### config.mk
export PLATFORM = sky130hd
export DESIGN_NAME = demux1to7_collector
export DESIGN_NICKNAME = d
export VERILOG_FILES = /design/src/rtl/demux1to7_collector.sv
export SDC_FILE = /design/constraint.sdc
export NUM_CORES = 1
export LEC_CHECK = 0
export ABC_CLOCK_PERIOD_IN_PS = 4300
export BUFFER_PORTS_ARGS = -buffer_cell sky130_fd_sc_hd__buf_4
export CORE_MARGIN = 5
export CORE_UTILIZATION = 56
export CTS_CLUSTER_SIZE = 28
export DETAILED_ROUTE_END_ITERATION = 8
export PLACE_DENSITY = 0.86
export RECOVER_POWER = 100
export SETUP_SLACK_MARGIN = 0.5
export SLEW_MARGIN = 20
export SYNTH_ARGS = -nofsm -noshare
export SYNTH_HDL_FRONTEND = slang
export SYNTH_SLANG_ARGS = --single-unit
### constraint.sdc
create_clock -name Clock -period 4.3 [get_ports Clock]
set_clock_uncertainty 0.15 [all_clocks]
set_input_delay 0.43 -clock Clock [delete_from_list [all_inputs] [get_ports Clock]]
set_output_delay 0.43 -clock Clock [all_outputs]
set_load 0.02 [all_outputs]
### src/rtl/demux1to7_collector.sv
//------------------------------------------------------------------------------
// demux1to7_collector
//
// Purpose:
//   Serial-to-parallel collector. One data bit is accepted per InValid/InReady
//   handshake and steered into one of 7 lanes. The lane comes either from an
//   internal auto-incrementing pointer (AddrMode=0) or from DemuxSelect
//   (AddrMode=1). When every lane of the current word has been written, the
//   word is presented on OutWord with OutValid and held until OutReady.
//
// Ports:
//   Clock        in   system clock, rising edge active
//   Resetn       in   asynchronous active-low reset
//   DataIn       in   serial data bit
//   InValid      in   DataIn valid this cycle
//   InReady      out  collector can accept a bit (state is COLLECT)
//   AddrMode     in   0 = auto-increment pointer, 1 = use DemuxSelect
//   DemuxSelect  in   [2:0] target lane in addressed mode (7 is invalid)
//   Clear        in   synchronous abort; wipes word, mask, pointer, error
//   OutWord      out  [6:0] assembled word, bit i = lane i
//   OutValid     out  OutWord complete and stable
//   OutReady     in   consumer takes OutWord
//   LaneMask     out  [6:0] lanes written in the current word
//   BadSelect    out  sticky: an addressed write used select 7
//------------------------------------------------------------------------------
module demux1to7_collector (
   input  logic       Clock,
   input  logic       Resetn,
   input  logic       DataIn,
   input  logic       InValid,
   output logic       InReady,
   input  logic       AddrMode,
   input  logic [2:0] DemuxSelect,
   input  logic       Clear,
   output logic [6:0] OutWord,
   output logic       OutValid,
   input  logic       OutReady,
   output logic [6:0] LaneMask,
   output logic       BadSelect
);

   typedef enum logic [0:0] {
      ST_COLLECT = 1'b0,
      ST_FULL    = 1'b1
   } state_t;

   state_t     state_r;
   state_t     state_s;
   logic [6:0] word_r;
   logic [6:0] word_s;
   logic [6:0] mask_r;
   logic [6:0] mask_s;
   logic [2:0] ptr_r;
   logic [2:0] ptr_s;
   logic       bad_r;
   logic       bad_s;
   logic       valid_r;
   logic [2:0] lane_s;
   logic       lane_wr_s;

   // Next-state, lane steering and word/mask update
   always_comb begin
      state_s   = state_r;
      word_s    = word_r;
      mask_s    = mask_r;
      ptr_s     = ptr_r;
      bad_s     = bad_r;
      lane_s    = 3'd0;
      lane_wr_s = 1'b0;

      if (Clear) begin
         // Clear outranks both accept and handoff; any offered bit is dropped
         state_s = ST_COLLECT;
         word_s  = 7'h00;
         mask_s  = 7'h00;
         ptr_s   = 3'd0;
         bad_s   = 1'b0;
      end else begin
         case (state_r)
            ST_COLLECT: begin
               if (InValid) begin
                  if (!AddrMode) begin
                     lane_s    = ptr_r;
                     lane_wr_s = 1'b1;
                     ptr_s     = (ptr_r == 3'd6) ? 3'd0 : (ptr_r + 3'd1);
                  end else if (DemuxSelect != 3'd7) begin
                     // Addressed writes leave the auto pointer untouched
                     lane_s    = DemuxSelect;
                     lane_wr_s = 1'b1;
                  end else begin
                     bad_s = 1'b1;
                  end
               end else begin
                  lane_wr_s = 1'b0;
               end

               if (lane_wr_s) begin
                  word_s[lane_s] = DataIn;
                  mask_s[lane_s] = 1'b1;
               end else begin
                  mask_s = mask_r;
               end

               // Completion depends only on which lanes were written
               if (mask_s == 7'h7F) begin
                  state_s = ST_FULL;
               end else begin
                  state_s = ST_COLLECT;
               end
            end

            ST_FULL: begin
               // Word holds; OutWord is left as-is and overwritten by the next word
               if (OutReady) begin
                  state_s = ST_COLLECT;
                  mask_s  = 7'h00;
                  ptr_s   = 3'd0;
               end else begin
                  state_s = ST_FULL;
               end
            end

            default: begin
               state_s = ST_COLLECT;
            end
         endcase
      end
   end

   // State and datapath registers with asynchronous reset
   always_ff @(posedge Clock or negedge Resetn) begin
      if (!Resetn) begin
         state_r <= ST_COLLECT;
         word_r  <= 7'h00;
         mask_r  <= 7'h00;
         ptr_r   <= 3'd0;
         bad_r   <= 1'b0;
         valid_r <= 1'b0;
      end else begin
         state_r <= state_s;
         word_r  <= word_s;
         mask_r  <= mask_s;
         ptr_r   <= ptr_s;
         bad_r   <= bad_s;
         valid_r <= (state_s == ST_FULL);
      end
   end

   assign InReady   = (state_r == ST_COLLECT);
   assign OutValid  = valid_r;
   assign OutWord   = word_r;
   assign LaneMask  = mask_r;
   assign BadSelect = bad_r;

endmodule

Yosys cells after proc, flatten, opt, wreduce, memory -nomap -nowiden

Cells that the tools add are included.
Widths: inputs -> output; s select.

Register bits: 19
Input port bits: 10
Logic and storage cells: 62

Reduce and logical (&&, ||, !) cells: 7
Order comparisons: 2
Bitwise logic cells: 2
Equality and inequality tests: 8
$add $sub $neg: 1
Multiplexer cells: 37

Operators by type and width:

| kind                | number |
|---|---|
| $mux 7              | 8 |
| $mux 3              | 10 |
| $mux 1              | 14 |
| $pmux 7 s2          | 1 |
| $bwmux 7            | 1 |
| $eq 7x7->1 const B  | 1 |
| $or 7x7->7          | 1 |
| $ne 3x2->1 const B  | 2 |
| $ne 3x3->1 const B  | 2 |
| $pmux 3 s2          | 1 |
| $reduce_bool 2->1   | 3 |
| $lt 3x4->1 const B  | 1 |
| $ne 2x2->1 const B  | 2 |
| $reduce_and 4->1    | 1 |
| $add 3x1->3 const B | 1 |
| $demux 1 s3         | 1 |
| $eq 3x3->1 const B  | 1 |
| $ge 3x1->1 const B  | 1 |
| $reduce_and 3->1    | 1 |
| $pmux 1 s2          | 1 |
| $reduce_and 2->1    | 1 |
| $logic_and 1x1->1   | 1 |
| $not 1->1           | 1 |

Logic depth before layout (Yosys ltp)

Gate-level depths: netlist of run 1.

Word-level depth: 18
Gate-level depth with buffers: 6

Worst setup path after synthesis of run 1

OpenSTA, ideal clock, no wires.

Path kind: input to register
Start point: in DemuxSelect[2]
End point: reg valid_r, in the netlist OutValid
Arrival: 1,765 ps
Library setup time: 96 ps
Path buffers: 1
Stages on the path: 6
Setup slack: 2,289 ps
Required time: 4,054 ps
Path through: buf_6 or4b_4 o41ai_2 a21oi_2 o41a_1 a311oi_2

Word-level cells in the longest chain between the ends: 18
Elaborated cells on any way between the ends: 24

Ends and longest elaborated chain:

| element                                                               | line | text |
|---|---|---|
| start: declaration                                                    | 33   | `input logic [2:0] DemuxSelect,` |
| $ne 3x3->1                                                            | 86   | `end else if (DemuxSelect != 3'd7) begin` |
| $mux 3                                                                | 86   |  |
| $mux 3                                                                | 82   | `if (!AddrMode) begin` |
| $mux 3                                                                | 81   | `if (InValid) begin` |
| $mux 3                                                                | 79   | `case (state_r)` |
| $mux 3                                                                | 71   | `if (Clear) begin` |
| $lt 3x4->1 (implied by the code) / $ge 3x1->1 (equally long branches) | 99   | `mask_s[lane_s] = 1'b1;` |
| $logic_and 1x1->1 (implied by the code)                               | 99   |  |
| [... 3 more ...]                                                      | -    |  |
| $mux 7 (*)                                                            | 97   | `if (lane_wr_s) begin` |
| $mux 7 (*)                                                            | 79   |  |
| $mux 7 (*)                                                            | 71   |  |
| $eq 7x7->1 (*)                                                        | 105  | `if (mask_s == 7'h7F) begin` |
| $mux 1 (*)                                                            | 105  |  |
| $pmux 1 s2 (*)                                                        | 79   |  |
| $mux 1 (*)                                                            | 71   |  |
| via state_s                                                           | 48   | `state_t state_s;` |
| end signal: assignment                                                | 145  | `valid_r <= (state_s == ST_FULL);` |
| end: declaration                                                      | 57   | `logic valid_r;` |

Mark *: on every way through the listed nets, which the timed path passes. The rest lies on a longest branch. The select of a mux whose other input is x is not followed.
A chain may end at the register's enable or synchronous reset.

Worst setup path in the final report of run 1

Start point: reg ptr_r[2]
End point: reg word_r[3], in the netlist OutWord[3]

Word-level cells in the longest chain between the ends: 12
Elaborated cells on any way between the ends: 13

Ends and longest elaborated chain:

| element                                                               | line | text |
|---|---|---|
| start: declaration                                                    | 53   | `logic [2:0] ptr_r;` |
| start signal: assignment                                              | 143  | `ptr_r <= ptr_s;` |
| $mux 3 (*)                                                            | 82   |  |
| $mux 3 (*)                                                            | 81   |  |
| $mux 3 (*)                                                            | 79   |  |
| $mux 3 (*)                                                            | 71   |  |
| $lt 3x4->1 (implied by the code) / $ge 3x1->1 (equally long branches) | 98   | `word_s[lane_s] = DataIn;` |
| $logic_and 1x1->1 (implied by the code)                               | 98   |  |
| $mux 1 (implied by the code)                                          | 98   |  |
| $demux 1 s3 (*)                                                       | 98   |  |
| $bwmux 7 (*)                                                          | 98   |  |
| $mux 7 (*)                                                            | 97   |  |
| $mux 7 (*)                                                            | 79   |  |
| $mux 7 (*)                                                            | 71   |  |
| end signal: assignment                                                | 141  | `word_r <= word_s;` |
| end: declaration                                                      | 49   | `logic [6:0] word_r;` |

Mark *: on every way between the ends. The rest lies on a longest branch, timed or not. The select of a mux whose other input is x is not followed.

==> flow_metrics.tcl, run 1 <==
set metrics [dict create \
    synth_warnings 0 \
    clk_path_buf_depth 2 \
    synthSimpleGateAreaFrac 0.281 \
    path_clk_slew_ns 0.11 \
    muxShareOfSynthArea 0.0526 \
    core_area_sq_um 1980 \
    syn_to_final_growth_pct 13.6 \
    hold_class "input pin to register" \
    grt_pass1_wl_um 5260 \
    rows 16 \
    grt_overflow 0 \
    fillCellCount 189 \
    period_minus_slack_ns 2.05 \
    hold_viol 0 \
    first_pass_iters 5 \
    grt_pass1_vias 1129 \
    grt_max_degree 20 \
    fin_cells 188 \
    ys_ff_latch 19 \
    synthAdderAreaFrac 0 \
    routed_wl_um 2910 \
    multi_input_area_sq_um 628 \
    mostFrequentLayoutCell "nor2_1" \
    clkSinkCount 19 \
    met3_usage 0.0325 \
    p_leak_nw 0.560 \
    path_max_fanout 8 \
    cap_violations 0 \
    yosys.area_share.xor_xnor 0 \
    synth_edf_count 0 \
    finalMaxSlewViolations 0 \
    ys.flop_type "dfrtp_1" \
    async_flop_share 1.00 \
    start_util 0.588 \
    cp-start-kind "register" \
    layout_common_cells "nor2_1, dfrtp_1, clkbuf_1" \
    synth_top_area_cell "dfrtp_1" \
    setup_violations 0 \
    htree_levels 1 \
    max_slew_margin 0.335 \
    num_antenna_cells 0 \
    ys_types 42 \
    drtAntennaViolNets 0 \
    drc 0 \
    root_buffer "clkbuf_4" \
    worst_r2r_path_depth 5 \
    fmax_ghz 0.487 \
    regArea_sq_um 475 \
    io_buffers 26 \
    yosys-top-cells-area "dfrtp_1, nor2_1, nand2_1" \
    grt_busiest_layer "met2" \
    hold_depth 2 \
    vias_per_cell 6.10 \
    synth.net_count 146 \
    holdWs_ns 0.246 \
    synth_top_family_by_area "simple AND/OR/NAND/NOR gates" \
    synth_top_area_frac 0.408 \
    yosysSeqAreaShare 0.408 \
    syn_area_sq_um 1170 \
    numCtsBuffers 3 \
    cp-end-kind "register" \
    fin_crit_sh 0.477 \
    die_w_um 55.6 \
    status "completed" \
    antenna_found_initial 0 \
    drive_gt1_frac 0.112 \
    syn_area_per_cell_sq_um 8.57 \
    tns_ns 0 \
    grtUsageMet1 0.272 \
    power_density_nw_per_um2 270 \
    drt-initial-drc-count 41 \
    vias 1146 \
    synth_compound_area_frac 0.211 \
    dieArea_sq_um 3090 \
    synthCells 136 \
    vdd_drop_max_mv 0.238 \
    rsz0062_at_grt "no" \
    tightest_slew_ns 0.998 \
    place_hpwl_um 2180 \
    fin_nets 172 \
    power.total_mw 0.358 \
    dp.cells 183 \
    cts_tree "yes" \
    critical_path_class "register to register" \
    cp.arrival_ns 2.08 \
    io_pins 27 \
    cp.required_ns 4.33 \
    met2_usage 0.326 \
    routabilityCongestion 0.856 \
    die_y_um 55.6 \
    wl_per_cell_um 15.5 \
    grtUsageTotal 0.203 \
    clk_latency_ns 0.30 \
]
## registers in the layout (all words and copies together), names as in the netlist
signal	count
BadSelect	1
LaneMask	7
ptr_r	3
OutValid	1
OutWord	7
## layer usage
layer | part of all wire | routed length [um]
met5 | 0 | 0
met1 | 0.43 | 1260
met2 | 0.49 | 1430
met3 | 0.061 | 178
met4 | 0.014 | 41
## power by group
part           switching (mW)  internal, mW  leakage, nW
logic                  0.0451        0.0253        0.280
clock network          0.0590        0.0348       0.0177
registers             0.00871         0.185        0.262
total                   0.113         0.245        0.560
## area by class of cell
type                    instances  area share
well taps                      27      0.0255
repair buffers                 27       0.104
multi-input cells             105       0.474
inverters                       6      0.0170
clock buffers                   3      0.0170
flip-flops and latches         19       0.359
clock inverters                 1     0.00378
## cells in the mapped netlist (all sizes together), types with 3 or more instances
library cell / instances
o21ai: 10
buf: 3
nand3: 4
nor2b: 4
a21oi: 7
nor3: 6
nor2: 20
inv: 6
dfrtp: 19
nand2: 14
clkbuf: 3
a31oi: 3
mux2i: 5
## worst max-delay path, stage by stage (launching register included)
cell     delay, ns
dfrtp_1       0.46
nor2b_1       0.18
a31oi_1       0.54
nand4_1       0.27
o21ai_0       0.22
o41ai_1       0.10
## path summary, 6_finish.rpt
kind / slack (ns) / from / end
setup / recovery: 2.25 / ptr_r[2] / OutWord[3]
hold / removal: 0.25 / Clear / LaneMask[1]
setup reg to reg: 2.25 / ptr_r[2] / OutWord[3]
hold reg to reg: 0.39 / OutWord[2] / OutWord[2]
max in group asynchronous: 2.76 / Resetn / BadSelect
min in group asynchronous: 0.64 / Resetn / ptr_r[1]
## per-stage QoR
stage                     utilization  setup slack, ns  cell area (sq um)
after floorplan                     -             2.29               1170
after global placement          0.688             2.18               1360
after detailed placement        0.688             2.14               1360
after CTS                       0.706             2.28               1400
after global routing            0.669             2.08               1330
final                           0.669             2.25               1330
## logic make-up after synthesis
family	count (synthesis)
compound gates	35
buf+inv	12
flops	19
mux	6
simple gates	64
## timing repair
item	4_1_cts	5_1_grt
hold endpoints to repair	19	0
hold buffers	1	0
resized for setup	0	0
buffers inserted	0	0
(Power assumes the default switching activity.)
==> run 2: changes to the inputs <==
- ABC_CLOCK_PERIOD_IN_PS: 4300 -> 2050
- CORE_UTILIZATION: 56 -> 52
- PLACE_DENSITY: 0.86 -> 0.8
- clock period: 4.3 -> 2.05 ns (I/O delays scaled with it)
==> run 2 against run 1 <==
Wire length grew 40%. Combinational power grew to 3.2 times the previous value. Flip-flop and latch count stayed put. Global-route usage increased by 1.6 points. Core utilization grew 9.0 points. Critical endpoint is now OutValid. First-iteration DRC count increased to 3.2 times the previous value. Clock power rose by 120%. Largest cell class unchanged. Power up 140%. Via count up 17%.
==> flow_metrics.tcl, run 2 (same netlist as run 1, synthesis figures left out) <==
set metrics [dict create \
    grt_max_degree 20 \
    grtUsageMet1 0.257 \
    p_int_mw 0.557 \
    met3_usage 0.0362 \
    grt_pass1_vias 1202 \
    grt_busiest_layer "met2" \
    drc 0 \
    io_pins 27 \
    cts_tree "yes" \
    clk_latency_ns 0.32 \
    switchingPower_mw 0.289 \
    fmax_ghz 0.512 \
    hold_viol 0 \
    cp_cell_sequence "nor2b_4 > a31o_4 > a31oi_1 > o41a_1 > a311oi_1" \
    tns_ns 0 \
    grtUsageTotal 0.219 \
    period_minus_slack_ns 1.95 \
    fin_crit_sh 0.953 \
    slowest_stage "dfrtp_1" \
    first_pass_iters 4 \
    rows 17 \
    cp-start-kind "register" \
    numCtsBuffers 3 \
    cp.required_ns 2.12 \
    antenna_found_initial 0 \
    grt_pass1_wl_um 5620 \
    htree_levels 1 \
    setup_violations 0 \
    tightest_slew_ns 1.08 \
    io_buffers 26 \
    drive_gt1_frac 0.309 \
    die_w_um 57.4 \
    vias 1339 \
    vdd_drop_max_mv 0.445 \
    rsz0062_at_grt "yes" \
    swShare 0.342 \
    max_slew_margin 0.279 \
    drtAntennaViolNets 0 \
    status "completed" \
    cap_violations 0 \
    drt-initial-drc-count 131 \
    worst_r2r_path_depth 5 \
    vias_per_cell 6.50 \
    dp.cells 184 \
    power_density_nw_per_um2 514 \
    start_util 0.537 \
    hold_class "input pin to register" \
    num_antenna_cells 0 \
    grt_overflow 0 \
    pwr-share-seq 0.484 \
    routed_wl_um 4070 \
    cp_slowest_stage_delay_ns 0.52 \
    cp.arrival_ns 2.03 \
    root_buffer "clkbuf_4" \
    hold_depth 3 \
    path_max_fanout 6 \
    layout_common_cells "dfrtp_1, nor2_1, buf_4, clkbuf_1, nand2_1" \
    met2_usage 0.379 \
    path_clk_slew_ns 0.12 \
    syn_to_final_growth_pct 41.2 \
    multi_input_area_sq_um 787 \
    p_leak_nw 0.696 \
    fin_cells 206 \
    clkSinkCount 19 \
    place_hpwl_um 2200 \
    finalMaxSlewViolations 0 \
    p_comb_frac 0.269 \
    routabilityCongestion 0.875 \
    die_y_um 57.4 \
    critical_path_class "register to register" \
    cp-end-kind "register" \
    clockPowerShare 0.247 \
    fin_nets 189 \
    clk_path_buf_depth 2 \
    regArea_sq_um 478 \
    core_area_sq_um 2170 \
    fillCellCount 174 \
    wl_per_cell_um 19.8 \
    dieArea_sq_um 3290 \
]
-- run 2: cell types whose count changed in the layout (fill, tap and decap cells not counted), sizes merged --
cell,change
buf,+15
clkdlybuf4s25,+1
dlygate4sd3,+1
-- run 2: power groups by stage --
stage                     combinational (mW)  clock (mW)  sequential (mW)
final                                  0.228       0.209            0.409
after global routing                   0.243       0.234            0.411
after CTS                              0.199       0.205            0.408
after detailed placement               0.165           0            0.415
after global placement                 0.161           0            0.414
after floorplan                       0.0951           0            0.421
-- run 2: layer usage --
metal | share of wire | wire, um
met2 | 0.51 | 2060
met3 | 0.089 | 362
met1 | 0.35 | 1440
met4 | 0.053 | 214
met5 | 0 | 0
-- run 2: cell type report --
type,instances,share of cell area
well taps,28,0.0213
inverters,6,0.0137
repair buffers,44,0.180
clock buffers,3,0.0137
multi-input cells,105,0.478
flip-flops and latches,19,0.290
clock inverters,1,0.00304
-- run 2: worst paths after layout --
path | from | end | slack [ns]
worst max-delay path | ptr_r[2] | OutValid | 0.1
worst max register to register | ptr_r[2] | OutValid | 0.1
worst min-delay path | DataIn | OutWord[2] | 0.02
worst min register to register | BadSelect | BadSelect | 0.36
max in group asynchronous | Resetn | ptr_r[0] | 0.60
min in group asynchronous | Resetn | LaneMask[0] | 0.44
-- run 2: through the flow --
step	total power, mW	cell area [sq um]	worst slack [ns]	util	hold WS (ns)
after global placement	0.575	1410	0.173	0.648	-0.0596
final	0.846	1650	0.0967	0.759	0.0160
after detailed placement	0.580	1410	0.144	0.648	-0.0538
after CTS	0.811	1600	0.260	0.735	0.00717
after global routing	0.889	1650	0.0491	0.759	0.00738
after floorplan	0.516	1220	0.281	-	-0.241
-- run 2: critical path: cells and delay by family (launching register included) --
kind	cells	cell delay, ns
flops	1	0.52
simple gates	1	0.26
compound gates	4	0.94
-- run 2: timing repair --
item	4_1_cts	5_1_grt
setup endpoints to repair	13	17
buffers inserted	11	5
hold buffers	1	1
pin swaps	4	11
hold endpoints to repair	19	1
resized for setup	16	31
